==> src/rtl/uart_rx_frontend.sv <==
// uart_rx_frontend
//
// Receive front end for the CPU UART peripheral. The block samples the
// asynchronous serial line at 16x the bit rate and rebuilds 8N1 frames, or
// 8E1 frames when UART_RX_PARITY_EN is defined. Each received byte goes to
// the peripheral register block through a sticky valid flag. A read-acknowledge
// pulse clears that flag.
//
// Optional feature macro: UART_RX_PARITY_EN
//   defined   : 8E1 frames, PARITY state present, parity_err is live
//   undefined : 8N1 frames, no PARITY state, parity_err tied 0
//
// Parameters
//   CLK_FREQ  clock frequency in Hz
//   BAUD      line rate in bit/s
//   DIV       clk cycles per oversample tick, floor(CLK_FREQ/(BAUD*16)), >= 2
//
// Ports
//   clk         clock
//   reset       asynchronous, active-low reset
//   rx_in       raw serial line, idle high, asynchronous to clk
//   rd_ack      one-cycle pulse: CPU has read rx_data, clears sticky flags
//   rx_data     last committed byte
//   rx_valid    sticky: an unread byte is present
//   rx_irq      one-cycle pulse on each byte commit
//   overrun     sticky: a byte was committed while rx_valid was already 1
//   frame_err   sticky: stop bit sampled low
//   parity_err  sticky: parity mismatch on the last committed byte

module uart_rx_frontend #(
  parameter int unsigned CLK_FREQ = 100_000_000,
  parameter int unsigned BAUD     = 9600,
  parameter int unsigned DIV      = CLK_FREQ / (BAUD * 16)
) (
  input  logic       clk,
  input  logic       reset,
  input  logic       rx_in,
  input  logic       rd_ack,
  output logic [7:0] rx_data,
  output logic       rx_valid,
  output logic       rx_irq,
  output logic       overrun,
  output logic       frame_err,
  output logic       parity_err
);

  if (DIV < 2) begin : g_div_check
    $error("uart_rx_frontend: DIV must be at least 2");
  end

  localparam int unsigned     CW      = $clog2(DIV);
  localparam logic [CW-1:0]   CNT_MAX = CW'(DIV - 1);

  localparam logic [2:0] S_IDLE   = 3'd0;
  localparam logic [2:0] S_START  = 3'd1;
  localparam logic [2:0] S_DATA   = 3'd2;
`ifdef UART_RX_PARITY_EN
  localparam logic [2:0] S_PARITY = 3'd3;
`endif
  localparam logic [2:0] S_STOP   = 3'd4;

  // Input conditioning
  logic sync1_q, sync2_q, hist_q;
  logic fall;

  // Oversample tick generator
  logic [CW-1:0] cnt_q, cnt_d;
  logic          tick;

  // Frame state
  logic [2:0] state_q, state_d;
  logic [3:0] os_q, os_d;
  logic [2:0] bitidx_q, bitidx_d;
  logic [7:0] shift_q, shift_d;

  // Register-block facing state
  logic [7:0] data_q, data_d;
  logic       valid_q, valid_d;
  logic       irq_q, irq_d;
  logic       ovr_q, ovr_d;
  logic       ferr_q, ferr_d;

`ifdef UART_RX_PARITY_EN
  logic perr_q, perr_d;         // parity result of the frame in flight
  logic perr_flag_q, perr_flag_d;
`endif

  // A start is only a falling edge, so a line stuck low cannot retrigger.
  assign fall = ~sync2_q & hist_q;

  assign tick  = (cnt_q == CNT_MAX);
  assign cnt_d = tick ? '0 : cnt_q + CW'(1);

  always_comb begin
    state_d  = state_q;
    os_d     = os_q;
    bitidx_d = bitidx_q;
    shift_d  = shift_q;
    data_d   = data_q;
    valid_d  = valid_q;
    irq_d    = 1'b0;
    ovr_d    = ovr_q;
    ferr_d   = ferr_q;
`ifdef UART_RX_PARITY_EN
    perr_d      = perr_q;
    perr_flag_d = perr_flag_q;
`endif

    // Ack clears first; a commit later in this block then overrides it,
    // so a commit in the same cycle as an ack wins.
    if (rd_ack) begin
      valid_d = 1'b0;
      ovr_d   = 1'b0;
      ferr_d  = 1'b0;
`ifdef UART_RX_PARITY_EN
      perr_flag_d = 1'b0;
`endif
    end

    if (tick) begin
      os_d = os_q + 4'd1;
    end

    case (state_q)
      S_IDLE: begin
        os_d = '0;
        if (fall) begin
          state_d = S_START;
        end
      end

      S_START: begin
        if (tick && os_q == 4'd7) begin
          os_d     = '0;
          bitidx_d = '0;
          state_d  = sync2_q ? S_IDLE : S_DATA;
        end
      end

      S_DATA: begin
        if (tick && os_q == 4'd15) begin
          os_d     = '0;
          shift_d  = {sync2_q, shift_q[7:1]};
          bitidx_d = bitidx_q + 3'd1;
          if (bitidx_q == 3'd7) begin
`ifdef UART_RX_PARITY_EN
            state_d = S_PARITY;
`else
            state_d = S_STOP;
`endif
          end
        end
      end

`ifdef UART_RX_PARITY_EN
      S_PARITY: begin
        if (tick && os_q == 4'd15) begin
          os_d    = '0;
          perr_d  = ^{shift_q, sync2_q};
          state_d = S_STOP;
        end
      end
`endif

      S_STOP: begin
        if (tick && os_q == 4'd15) begin
          os_d    = '0;
          state_d = S_IDLE;
          if (sync2_q) begin
            data_d  = shift_q;
            valid_d = 1'b1;
            irq_d   = 1'b1;
            // An ack in this cycle consumed the old byte, so no overrun.
            if (valid_q && !rd_ack) begin
              ovr_d = 1'b1;
            end
`ifdef UART_RX_PARITY_EN
            perr_flag_d = perr_q;
`endif
          end else begin
            ferr_d = 1'b1;
          end
        end
      end

      default: begin
        os_d    = '0;
        state_d = S_IDLE;
      end
    endcase
  end

  always_ff @(posedge clk or negedge reset) begin
    if (!reset) begin
      sync1_q  <= 1'b1;
      sync2_q  <= 1'b1;
      hist_q   <= 1'b1;
      cnt_q    <= '0;
      state_q  <= S_IDLE;
      os_q     <= '0;
      bitidx_q <= '0;
      shift_q  <= '0;
      data_q   <= '0;
      valid_q  <= 1'b0;
      irq_q    <= 1'b0;
      ovr_q    <= 1'b0;
      ferr_q   <= 1'b0;
`ifdef UART_RX_PARITY_EN
      perr_q      <= 1'b0;
      perr_flag_q <= 1'b0;
`endif
    end else begin
      sync1_q  <= rx_in;
      sync2_q  <= sync1_q;
      hist_q   <= sync2_q;
      cnt_q    <= cnt_d;
      state_q  <= state_d;
      os_q     <= os_d;
      bitidx_q <= bitidx_d;
      shift_q  <= shift_d;
      data_q   <= data_d;
      valid_q  <= valid_d;
      irq_q    <= irq_d;
      ovr_q    <= ovr_d;
      ferr_q   <= ferr_d;
`ifdef UART_RX_PARITY_EN
      perr_q      <= perr_d;
      perr_flag_q <= perr_flag_d;
`endif
    end
  end

  assign rx_data   = data_q;
  assign rx_valid  = valid_q;
  assign rx_irq    = irq_q;
  assign overrun   = ovr_q;
  assign frame_err = ferr_q;
`ifdef UART_RX_PARITY_EN
  assign parity_err = perr_flag_q;
`else
  assign parity_err = 1'b0;
`endif

endmodule

==> config.mk <==
export PLATFORM = sky130hd
export DESIGN_NAME = uart_rx_frontend
export DESIGN_NICKNAME = d
export VERILOG_FILES = /design/src/rtl/uart_rx_frontend.sv
export SDC_FILE = /design/constraint.sdc
export NUM_CORES = 1
export LEC_CHECK = 0
export CORE_MARGIN = 3
export CORE_UTILIZATION = 55
export CTS_CLUSTER_SIZE = 28
export DETAILED_ROUTE_END_ITERATION = 10
export PLACE_DENSITY = 0.76
export SLEW_MARGIN = 10
export SYNTH_ARGS = -nofsm -noshare
export SYNTH_HDL_FRONTEND = slang
export SYNTH_SLANG_ARGS = --single-unit
==> constraint.sdc <==
create_clock -name clk -period 3.8 [get_ports clk]
set_input_delay 0.57 -clock clk [delete_from_list [all_inputs] [get_ports clk]]
set_output_delay 0.57 -clock clk [all_outputs]
set_load 0.02 [all_outputs]
==> results of run 1 <==
[synth_stat cells (3+ instances only)]
cell	count
and2_2	3
mux2_2	9
nand4_1	6
inv_1	4
a21oi_1	6
dfstp_2	3
xor2_1	5
mux2_4	7
o21ai_0	8
xnor2_1	5
dfrtp_1	40
ha_1	5
nor2_1	9
nand3_1	11
nand2_1	4
[state kept, by name (all words and copies together) (netlist names)]
name and cells:
rx_data 8, shift_q 8, overrun 1, cnt_q 10, frame_err 1, rx_irq 1
hist_q 1, sync1_q 1, state_q 3, os_q 4, bitidx_q 3, rx_valid 1
sync2_q 1
[cell type report]
cell class,instances,share of cell area (%)
clock buffer,6,1.881
inverter,4,0.6842
timing repair buffer,15,6.613
sequential,43,49.20
clock inverter,2,0.5701
tap,46,2.623
multi-input combinational,107,38.43
[worst max-delay path: stages, from the launching register on]
cell and delay [ns]:
dfrtp_1 0.47, nor4b_4 0.39, and4_1 0.41, and3_4 0.36
mux2_2 0.36
[routing by layer]
| metal | vias to the layer above | GRT usage [%] | routed length, um | share of wire, % |
|---|---|---|---|---|
| li1 | 603 | - | - | - |
| met1 | 618 | 22.56 | 1500 | 46 |
| met2 | 32 | 26.89 | 1580 | 48 |
| met3 | 7 | 5.782 | 148 | 4.5 |
| met4 | 0 | 8.629 | 65 | 2.0 |
| met5 | - | 0 | 0 | 0 |
[cell families (layout without fill, tap and decap cells)]
kind of cell               after synthesis  in the layout
AOI/OAI and AO/OA                       22             22
xor gates and xnor gates                10             10
adders and majority gates                5              5
buffers and inverters                   11             27
DFF                                     43             43
muxes                                   16             16
other                                    1              1
and+or+nand+nor                         53             53
[where the power goes]
part	internal, mW	switching, mW	total, mW	leakage (nW)
Clock	0.0714	0.144	0.216	0.0282
Combinational	0.00254	0.00986	0.0124	0.397
Sequential	0.460	0.00118	0.462	0.571
Total	0.534	0.155	0.690	0.996
[path summary, 6_finish.rpt]
| kind | endpoint | slack (ns) |
|---|---|---|
| min in group clk | sync2_q | 0.36 |
| worst max-delay path | rx_data[0] | 1.73 |
| max in group asynchronous | cnt_q[4] | 2.90 |
| worst min register to register | sync2_q | 0.36 |
| worst max register to register | rx_data[0] | 1.73 |
| worst min-delay path | bitidx_q[2] | 0.32 |
[metrics by stage]
| step | hold slack (ns) | util [%] | total power, mW |
|---|---|---|---|
| 6_report | 0.3235 | 64.25 | 0.6896 |
| 5_1_grt | 0.3914 | 64.25 | 0.7223 |
| 4_1_cts | 0.3523 | 64.25 | 0.6988 |
| 3_5_place_dp | 0.3475 | 62.67 | 0.4834 |
| 3_3_place_gp | 0.3468 | 62.67 | 0.4831 |
| 2_1_floorplan | 0.2744 | - | 0.4723 |
==> results.py, run 1 <==
metrics = {
    "final_layout": {
        "multiInputGateArea_um2": 843.3,
        "regArea_um2": 1080,
        "final_cell_mix": "dfrtp_1, clkdlybuf4s50_1, nand3_1",
        "instances_no_fill": 223,
        "insertedDiodeCount": 0,
        "final_area_um2": 2195,
        "fillCellCount": 267,
        "layout-drive-gt1-share_pct": 22.60,
        "layout.nets": 185,
        "layout_commonest_cell": "dfrtp_1",
        "area_growth_pct": 9.968,
    },
    "floorplanning": {
        "ios": 17,
        "core_um2": 3416,
        "row_count": 21,
        "die_y_um": 66.24,
        "die_area_um2": 4387,
        "initial_core_util_pct": 58.42,
        "dieWidth_um": 66.24,
    },
    "global_routing": {
        "grt_pass1_wl_um": 5664,
        "grt_antenna_before_repair": 0,
        "track_usage_pct": 17.67,
        "grt_pass1_vias": 1226,
        "grt_max_degree": 44,
        "grt_overflow_total": 0,
    },
    "synth": {
        "synthTopCellsByArea": "dfrtp_1, mux2_4, mux2_2, dfstp_2, ha_1",
        "synth_edf_count": 0,
        "synthMuxAreaShare_pct": 10.34,
        "synthXorXnorAreaFrac_pct": 4.389,
        "ys_warn_count": 0,
        "yosysUniqueCellTypes": 43,
        "async_flop_share_pct": 100.0,
        "synth_top_area_share_pct": 50.16,
        "synth_compound_area_share_pct": 6.834,
        "postSynthCellCount": 161,
        "yosysTopAreaCell": "dfrtp_1",
        "syn-num-nets": 170,
        "synthSimpleGateAreaFrac_pct": 17.37,
        "synth_fa_ha_area_share_pct": 3.135,
        "yosys_most_used_dff": "dfrtp_1",
        "synth_top_family_by_area": "simple AND/OR/NAND/NOR gates",
        "ys_seq_elements": 43,
        "netlist_area_um2": 1996,
        "avgSynthCellArea_um2": 12.40,
        "seq_area_frac_synth_pct": 54.11,
    },
    "sta": {
        "relSlewSlack_pct": 38.97,
        "setup_slack_ns": 1.731,
        "hold_viol_final": 0,
        "finalSetupViolCount": 0,
        "rsz0062_at_grt": "no",
        "tightest_slew_ns": 0.9154,
        "finalMaxSlewViolations": 0,
        "timing.fmax_ghz": 0.4833,
        "period_minus_slack_ns": 2.069,
        "min_period_over_period_pct": 54.46,
        "fin_tns_setup_ns": 0,
        "fin_skew_ns": 0.01461,
    },
    "clock_tree": {
        "postCtsHoldBufs": 0,
        "postCtsResizedCells": 0,
        "cts_sinks": 43,
        "clockBufferDepth": 2,
        "cts_root_buffer": "clkbuf_4",
        "cts_buffers": 5,
        "worstSkewPairLatency_ns": 0.36,
        "post_cts_buffers": 0,
        "tritoncts": "yes",
        "cts_max_level": 2,
        "clkTransAtPathRegs_ns": 0.13,
    },
    "place": {
        "place_area_um2": 2141,
        "dp.cells": 215,
        "dpl.hpwl_um": 2309,
        "portBuffers": 15,
        "pre_cts_ws_ns": 1.733,
        "gp_congestion": 0.7930,
    },
    "setup_path": {
        "worst_setup_path_start_kind": "flip-flop",
        "cp.required_ns": 4.07,
        "path_class": "flip-flop to flip-flop",
        "crit_path_start": "cnt_q[5]",
        "endpoint_kind": "flip-flop",
        "cp.arrival_ns": 2.34,
        "r2r-start": "cnt_q[5]",
        "crit_fanout": 11,
        "worstRegToRegCells": 4,
    },
    "power": {
        "p_leak_nw": 0.9965,
        "power_density_nw_per_um2": 314.2,
        "ir_drop_v": 0.0002103,
    },
    "min_path": {
        "hold_class": "input pin to asynchronous set/reset pin",
    },
    "route": {
        "drc": 0,
        "first_pass_iters": 4,
        "wl_per_cell_um": 14.78,
        "ant_nets": 0,
        "via_count": 1260,
        "wl_um": 3295,
        "viasPerCell": 5.650,
        "drt_iter0_markers": 98,
    },
    "flow_run": {
        "max_cap_violations": 0,
    },
    "status": {
        "outcome": "complete, no violations",
    },
}
No activity file was read; power rests on OpenSTA's default activity.
==> run 2: changes to the inputs <==
==> constraint.sdc (replaced) <==
create_clock -name clk -period 2.1 [get_ports clk]
set_input_delay 0.315 -clock clk [delete_from_list [all_inputs] [get_ports clk]]
set_output_delay 0.315 -clock clk [all_outputs]
set_load 0.02 [all_outputs]
==> run 2 against run 1 <==
Net effect: clock power up 140%; sequential cell count unchanged; largest cell class unchanged; highest routed layer unchanged; fmax rose by 10%; sequential power grew 81%; clock skew fell by 0.0089 ns; design area up 3.4%.
==> results.py, run 2 (synthesized netlist as in run 1, its figures left out) <==
metrics = {
    "power": {
        "p_leak_nw": 1.044,
        "seqPwrFrac_pct": 60.5,
        "ir_drop_v": 0.0005664,
        "switching_share_pct": 20.91,
        "switching_power_mw": 0.2887,
        "power_density_nw_per_um2": 608.3,
        "clkPwrFrac_pct": 37.5,
        "p_int_mw": 1.092,
        "p_comb_share_pct": 2.0,
    },
    "clock_tree": {
        "cts_sinks": 43,
        "postCtsResizedCells": 0,
        "cts_root_buffer": "clkbuf_4",
        "postCtsHoldBufs": 1,
        "clkTransAtPathRegs_ns": 0.12,
        "post_cts_buffers": 0,
        "cts_buffers": 5,
        "worstSkewPairLatency_ns": 0.35,
        "tritoncts": "yes",
        "clockBufferDepth": 2,
        "cts_max_level": 2,
    },
    "final_layout": {
        "instances_no_fill": 229,
        "final_area_um2": 2270,
        "regMostFlops": "cnt_q",
        "area_growth_pct": 13.73,
        "insertedDiodeCount": 0,
        "largest_reg_flops": 10,
        "layout_commonest_cell": "dfrtp_1",
        "layout.nets": 191,
        "layout-drive-gt1-share_pct": 25.14,
        "final_cell_mix": "dfrtp_1, clkdlybuf4s50_1, nand3_1",
        "fillCellCount": 269,
    },
    "global_routing": {
        "grt_max_degree": 18,
        "grt_pass1_wl_um": 6320,
        "grt_overflow_total": 0,
        "grt_pass1_vias": 1360,
        "track_usage_pct": 19.53,
        "grt_antenna_before_repair": 0,
    },
    "sta": {
        "finalSetupViolCount": 0,
        "min_period_over_period_pct": 89.22,
        "period_minus_slack_ns": 1.874,
        "timing.fmax_ghz": 0.5337,
        "fin_tns_setup_ns": 0,
        "finalMaxSlewViolations": 0,
        "fin_skew_ns": 0.005696,
        "rsz0062_at_grt": "no",
        "hold_viol_final": 0,
    },
    "floorplanning": {
        "dieWidth_um": 66.24,
        "die_y_um": 66.24,
        "row_count": 21,
        "die_area_um2": 4387,
        "initial_core_util_pct": 58.42,
        "core_um2": 3416,
        "ios": 17,
    },
    "setup_path": {
        "slowest_delay_ns": 0.47,
        "path_buf_inv": 0,
        "cpMaxStageDelayCell": "dfrtp_1",
        "cp.arrival_ns": 2.13,
        "cpLargestDelayFamily": "simple AND/OR/NAND/NOR gates",
        "endpoint_kind": "flip-flop",
        "path_class": "flip-flop to flip-flop",
        "cp.required_ns": 2.36,
        "worst_setup_path_start_kind": "flip-flop",
        "crit_fanout": 11,
        "crit_chain": "nor4b_4 > and4_1 > and3_4 > mux2_2",
    },
    "place": {
        "gp_congestion": 0.8078,
        "portBuffers": 15,
        "place_area_um2": 2178,
        "dpl.hpwl_um": 2575,
        "dp.cells": 220,
    },
    "route": {
        "first_pass_iters": 4,
        "wl_um": 3523,
        "drc": 0,
        "viasPerCell": 5.550,
        "drt_iter0_markers": 107,
        "wl_per_cell_um": 15.38,
        "ant_nets": 0,
        "via_count": 1271,
    },
    "min_path": {
        "hold_class": "input pin to flip-flop",
    },
    "status": {
        "outcome": "complete, no violations",
    },
    "flow_run": {
        "max_cap_violations": 0,
    },
}
[run 2: layout make-up]
cell class | count | area (um^2) | area share [%]
clock buffer | 5 | 37.54 | 1.654
clock inverter | 3 | 43.79 | 1.929
sequential | 43 | 1080 | 47.57
timing repair buffer | 21 | 192.7 | 8.490
inverter | 4 | 15.01 | 0.6615
multi-input combinational | 107 | 843.3 | 37.16
tap | 46 | 57.56 | 2.536
[run 2: path summary, 6_finish.rpt]
check | startpoint | endpoint | slack (ns) | cells past startpoint
worst min register to register | sync1_q | sync2_q | 0.37 | 0
max in group asynchronous | reset | hist_q | 1.10 | 3
min in group asynchronous | reset | state_q[0] | 0.40 | 2
worst max register to register | cnt_q[5] | rx_data[0] | 0.23 | 4
worst min-delay path | rx_in | sync1_q | 0.35 | 1
worst max-delay path | cnt_q[5] | rx_data[0] | 0.23 | 4
[run 2: routing by layer]
layer,GRT usage (%),wire length (um),share of wire (%)
met1,24.25,1527,43
met2,31.47,1800,51
met3,5.272,128,3.6
met4,9.137,66,1.9
met5,0,0,0
[run 2: stage by stage]
step                power (mW)  util, %  hold slack, ns  setup WS [ns]
finish                   1.381    66.45          0.3499         0.2264
global route             1.446    66.45          0.3345         0.1270
detailed placement      0.8786    63.77          0.2605         0.2346
floorplan               0.8547        -         0.01941         0.2495
CTS                      1.402    66.45          0.3315         0.2156
global placement        0.8774    63.77          0.2511         0.2693
[run 2: power groups by stage]
stage | Sequential (mW) | Combinational, mW | Clock (mW)
global route | 0.836 | 0.0323 | 0.577
floorplan | 0.850 | 0.00423 | 0
global placement | 0.851 | 0.0268 | 0
detailed placement | 0.851 | 0.0278 | 0
finish | 0.835 | 0.0280 | 0.518
CTS | 0.835 | 0.0292 | 0.537
==> run 3: changes to the inputs <==
--- a/config.mk
+++ b/config.mk
@@ -5,11 +5,14 @@
 export SDC_FILE = /design/constraint.sdc
 export NUM_CORES = 1
 export LEC_CHECK = 0
+export ABC_AREA = 1
+export CELL_PAD_IN_SITES_DETAIL_PLACEMENT = 1
+export CELL_PAD_IN_SITES_GLOBAL_PLACEMENT = 2
 export CORE_MARGIN = 3
-export CORE_UTILIZATION = 55
+export CORE_UTILIZATION = 36
 export CTS_CLUSTER_SIZE = 28
 export DETAILED_ROUTE_END_ITERATION = 10
-export PLACE_DENSITY = 0.76
+export PLACE_DENSITY_LB_ADDON = 0.1
 export SLEW_MARGIN = 10
 export SYNTH_ARGS = -nofsm -noshare
 export SYNTH_HDL_FRONTEND = slang
==> run 3 against run 2 <==
Net effect: synthesized cell count grew 37%; via count increased by 16%; sequential cell count unchanged; count of clock-buffer cells in the layout is 3 higher; global-route usage down 4.7 points; power is 25% higher; first-iteration DRC count shrank 75%; setup slack better by 0.099 ns; final cell count is 36% higher; sequential share of layout area decreased by 1.5 points; clock power is 9.5% higher; hold slack got worse by 0.26 ns.
==> results.py, run 3 <==
metrics = {
    "setup_path": {
        "crit_fanout": 13,
        "cpMaxStageDelayCell": "dfrtp_1",
        "worst_setup_path_start_kind": "flip-flop",
        "r2r-start": "cnt_q[0]",
        "cpLargestDelayFamily": "simple AND/OR/NAND/NOR gates",
        "path_class": "flip-flop to flip-flop",
        "cp.arrival_ns": 1.94,
        "crit_chain": "inv_1 > ha_1 > nand2_1 > nor2_4 > nand3_4 > clkinv_2 > nand3_4 > clkinv_2 > nand2_1 > o21ai_0",
        "endpoint_kind": "flip-flop",
        "cp.required_ns": 2.26,
        "path_buf_inv": 3,
        "slowest_delay_ns": 0.41,
        "crit_path_start": "cnt_q[0]",
    },
    "synth": {
        "synth_most_common_cell": "nand2_1",
        "yosysUniqueCellTypes": 33,
        "netlist_area_um2": 2034,
        "ys_warn_count": 0,
        "synth_top_area_share_pct": 49.20,
        "yosys_most_used_dff": "dfrtp_1",
        "synth_edf_count": 0,
        "yosys-top-cells-count": "nand2_1, dfrtp_1, inv_1, nor2_1, o21ai_0",
        "ys_seq_elements": 43,
        "avgSynthCellArea_um2": 9.206,
        "synthTopCellsByArea": "dfrtp_1, nand2_1, inv_1, dfstp_2, ha_1",
        "seq_area_frac_synth_pct": 53.08,
        "syn-num-nets": 230,
        "postSynthCellCount": 221,
        "async_flop_share_pct": 100.0,
        "yosysTopAreaCell": "dfrtp_1",
    },
    "final_layout": {
        "layout_commonest_cell": "nand2_1",
        "regArea_um2": 1080,
        "instances_no_fill": 312,
        "insertedDiodeCount": 0,
        "regMostFlops": "cnt_q",
        "fillCellCount": 634,
        "layout-drive-gt1-share_pct": 14.46,
        "largest_reg_flops": 10,
        "layout.nets": 250,
        "area_growth_pct": 15.25,
        "final_cell_mix": "nand2_1, dfrtp_1, inv_1",
        "multiInputGateArea_um2": 818.3,
    },
    "global_routing": {
        "grt_antenna_before_repair": 0,
        "grt_pass1_vias": 1633,
        "grt_max_degree": 44,
        "grt_pass1_wl_um": 7603,
        "grt_util_met2_pct": 27.01,
        "track_usage_pct": 14.87,
        "top_usage_layer": "met2",
        "grt_util_met1_pct": 17.79,
        "grt_util_met3_pct": 2.882,
        "grt_overflow_total": 0,
    },
    "clock_tree": {
        "cts_buffers": 5,
        "clockBufferDepth": 2,
        "cts_root_buffer": "clkbuf_8",
        "worstSkewPairLatency_ns": 0.29,
        "postCtsHoldBufs": 0,
        "postCtsResizedCells": 0,
        "post_cts_buffers": 0,
        "tritoncts": "yes",
        "clkTransAtPathRegs_ns": 0.08,
        "cts_sinks": 43,
        "cts_max_level": 2,
    },
    "route": {
        "wl_um": 4191,
        "first_pass_iters": 4,
        "ant_nets": 0,
        "wl_per_cell_um": 13.43,
        "drt_iter0_markers": 27,
        "drc": 0,
        "via_count": 1474,
        "viasPerCell": 4.724,
    },
    "power": {
        "ir_drop_v": 0.0003823,
        "p_total_mw": 1.726,
        "p_leak_nw": 1.176,
        "power_density_nw_per_um2": 736.0,
    },
    "sta": {
        "tightest_slew_ns": 0.5437,
        "fin_tns_setup_ns": 0,
        "min_period_over_period_pct": 84.51,
        "rsz0062_at_grt": "no",
        "hold_ws_ns": 0.08768,
        "fin_skew_ns": 0.008060,
        "timing.fmax_ghz": 0.5635,
        "period_minus_slack_ns": 1.775,
        "finalSetupViolCount": 0,
        "finalMaxSlewViolations": 0,
        "hold_viol_final": 0,
        "relSlewSlack_pct": 63.75,
    },
    "floorplanning": {
        "core_um2": 5270,
        "die_y_um": 81.18,
        "dieWidth_um": 81.18,
        "die_area_um2": 6589,
        "row_count": 26,
        "initial_core_util_pct": 38.60,
        "ios": 17,
    },
    "status": {
        "outcome": "complete, no violations",
    },
    "place": {
        "portBuffers": 15,
        "dp.cells": 304,
        "gp_congestion": 0.8392,
        "dpl.hpwl_um": 3283,
    },
    "flow_run": {
        "max_cap_violations": 0,
    },
    "min_path": {
        "hold_class": "input pin to asynchronous set/reset pin",
    },
}
==> run 3: cell count changes in the layout (fill, tap and decap cells not counted), sizes merged, moves of 4 or more <==
cell	delta
mux2	-16
nand2	+74
buf	-4
xnor2	-4
inv	+21
nor2	+12
and3	-5
==> run 3: power breakdown <==
part | internal (mW) | total, mW | switching [mW]
Sequential | 0.858 | 0.882 | 0.0239
Clock | 0.300 | 0.567 | 0.267
Combinational | 0.0744 | 0.277 | 0.202
==> run 3: area by class of cell <==
type / instances / share of cell area [%]
sequential: 43 / 46.05
multi-input combinational: 148 / 34.90
timing repair buffer: 16 / 6.510
inverter: 27 / 4.536
clock buffer: 8 / 4.269
tap: 70 / 3.735
==> run 3: final timing paths <==
path / cells past startpoint / to / slack [ns]
worst max-delay path: 10 / shift_q[7] / 0.33
worst min-delay path: 2 / cnt_q[6] / 0.09
worst max register to register: 10 / shift_q[7] / 0.33
worst min register to register: 0 / sync2_q / 0.36
max in group asynchronous: 2 / sync2_q / 1.62
min in group clk: 0 / sync2_q / 0.36
==> run 3: logic make-up after synthesis <==
logic type	synth area share, %
DFF	53.08
other	0.1843
adders and majority gates	3.075
buffers and inverters	6.704
AOI/OAI and AO/OA	5.289
and+or+nand+nor	29.09
xor gates and xnor gates	2.583
==> run 3: worst reg2reg max path: cells and delay by family (launching register included) <==
family / cells / cell delay (ns)
AO/OA/AOI/OAI: 1 / 0.08
flip-flops: 1 / 0.41
adder cells (fa/ha/maj): 1 / 0.20
buffers and inverters: 3 / 0.42
AND/OR/NAND/NOR: 5 / 0.54
==> run 3: stage by stage <==
stage / utilization (%) / area, um^2 / worst slack, ns
2_1_floorplan: - / 2034 / 0.6454
3_3_place_gp: 42.59 / 2245 / 0.3961
3_5_place_dp: 42.59 / 2245 / 0.2818
4_1_cts: 44.49 / 2345 / 0.2766
5_1_grt: 44.49 / 2345 / 0.1309
6_report: 44.49 / 2345 / 0.3253
==> run 3: metal layers <==
metal | wire (um) | share of wire, %
met4 | 38 | 0.91
met5 | 0 | 0
met2 | 2214 | 53
met3 | 105 | 2.5
met1 | 1833 | 44
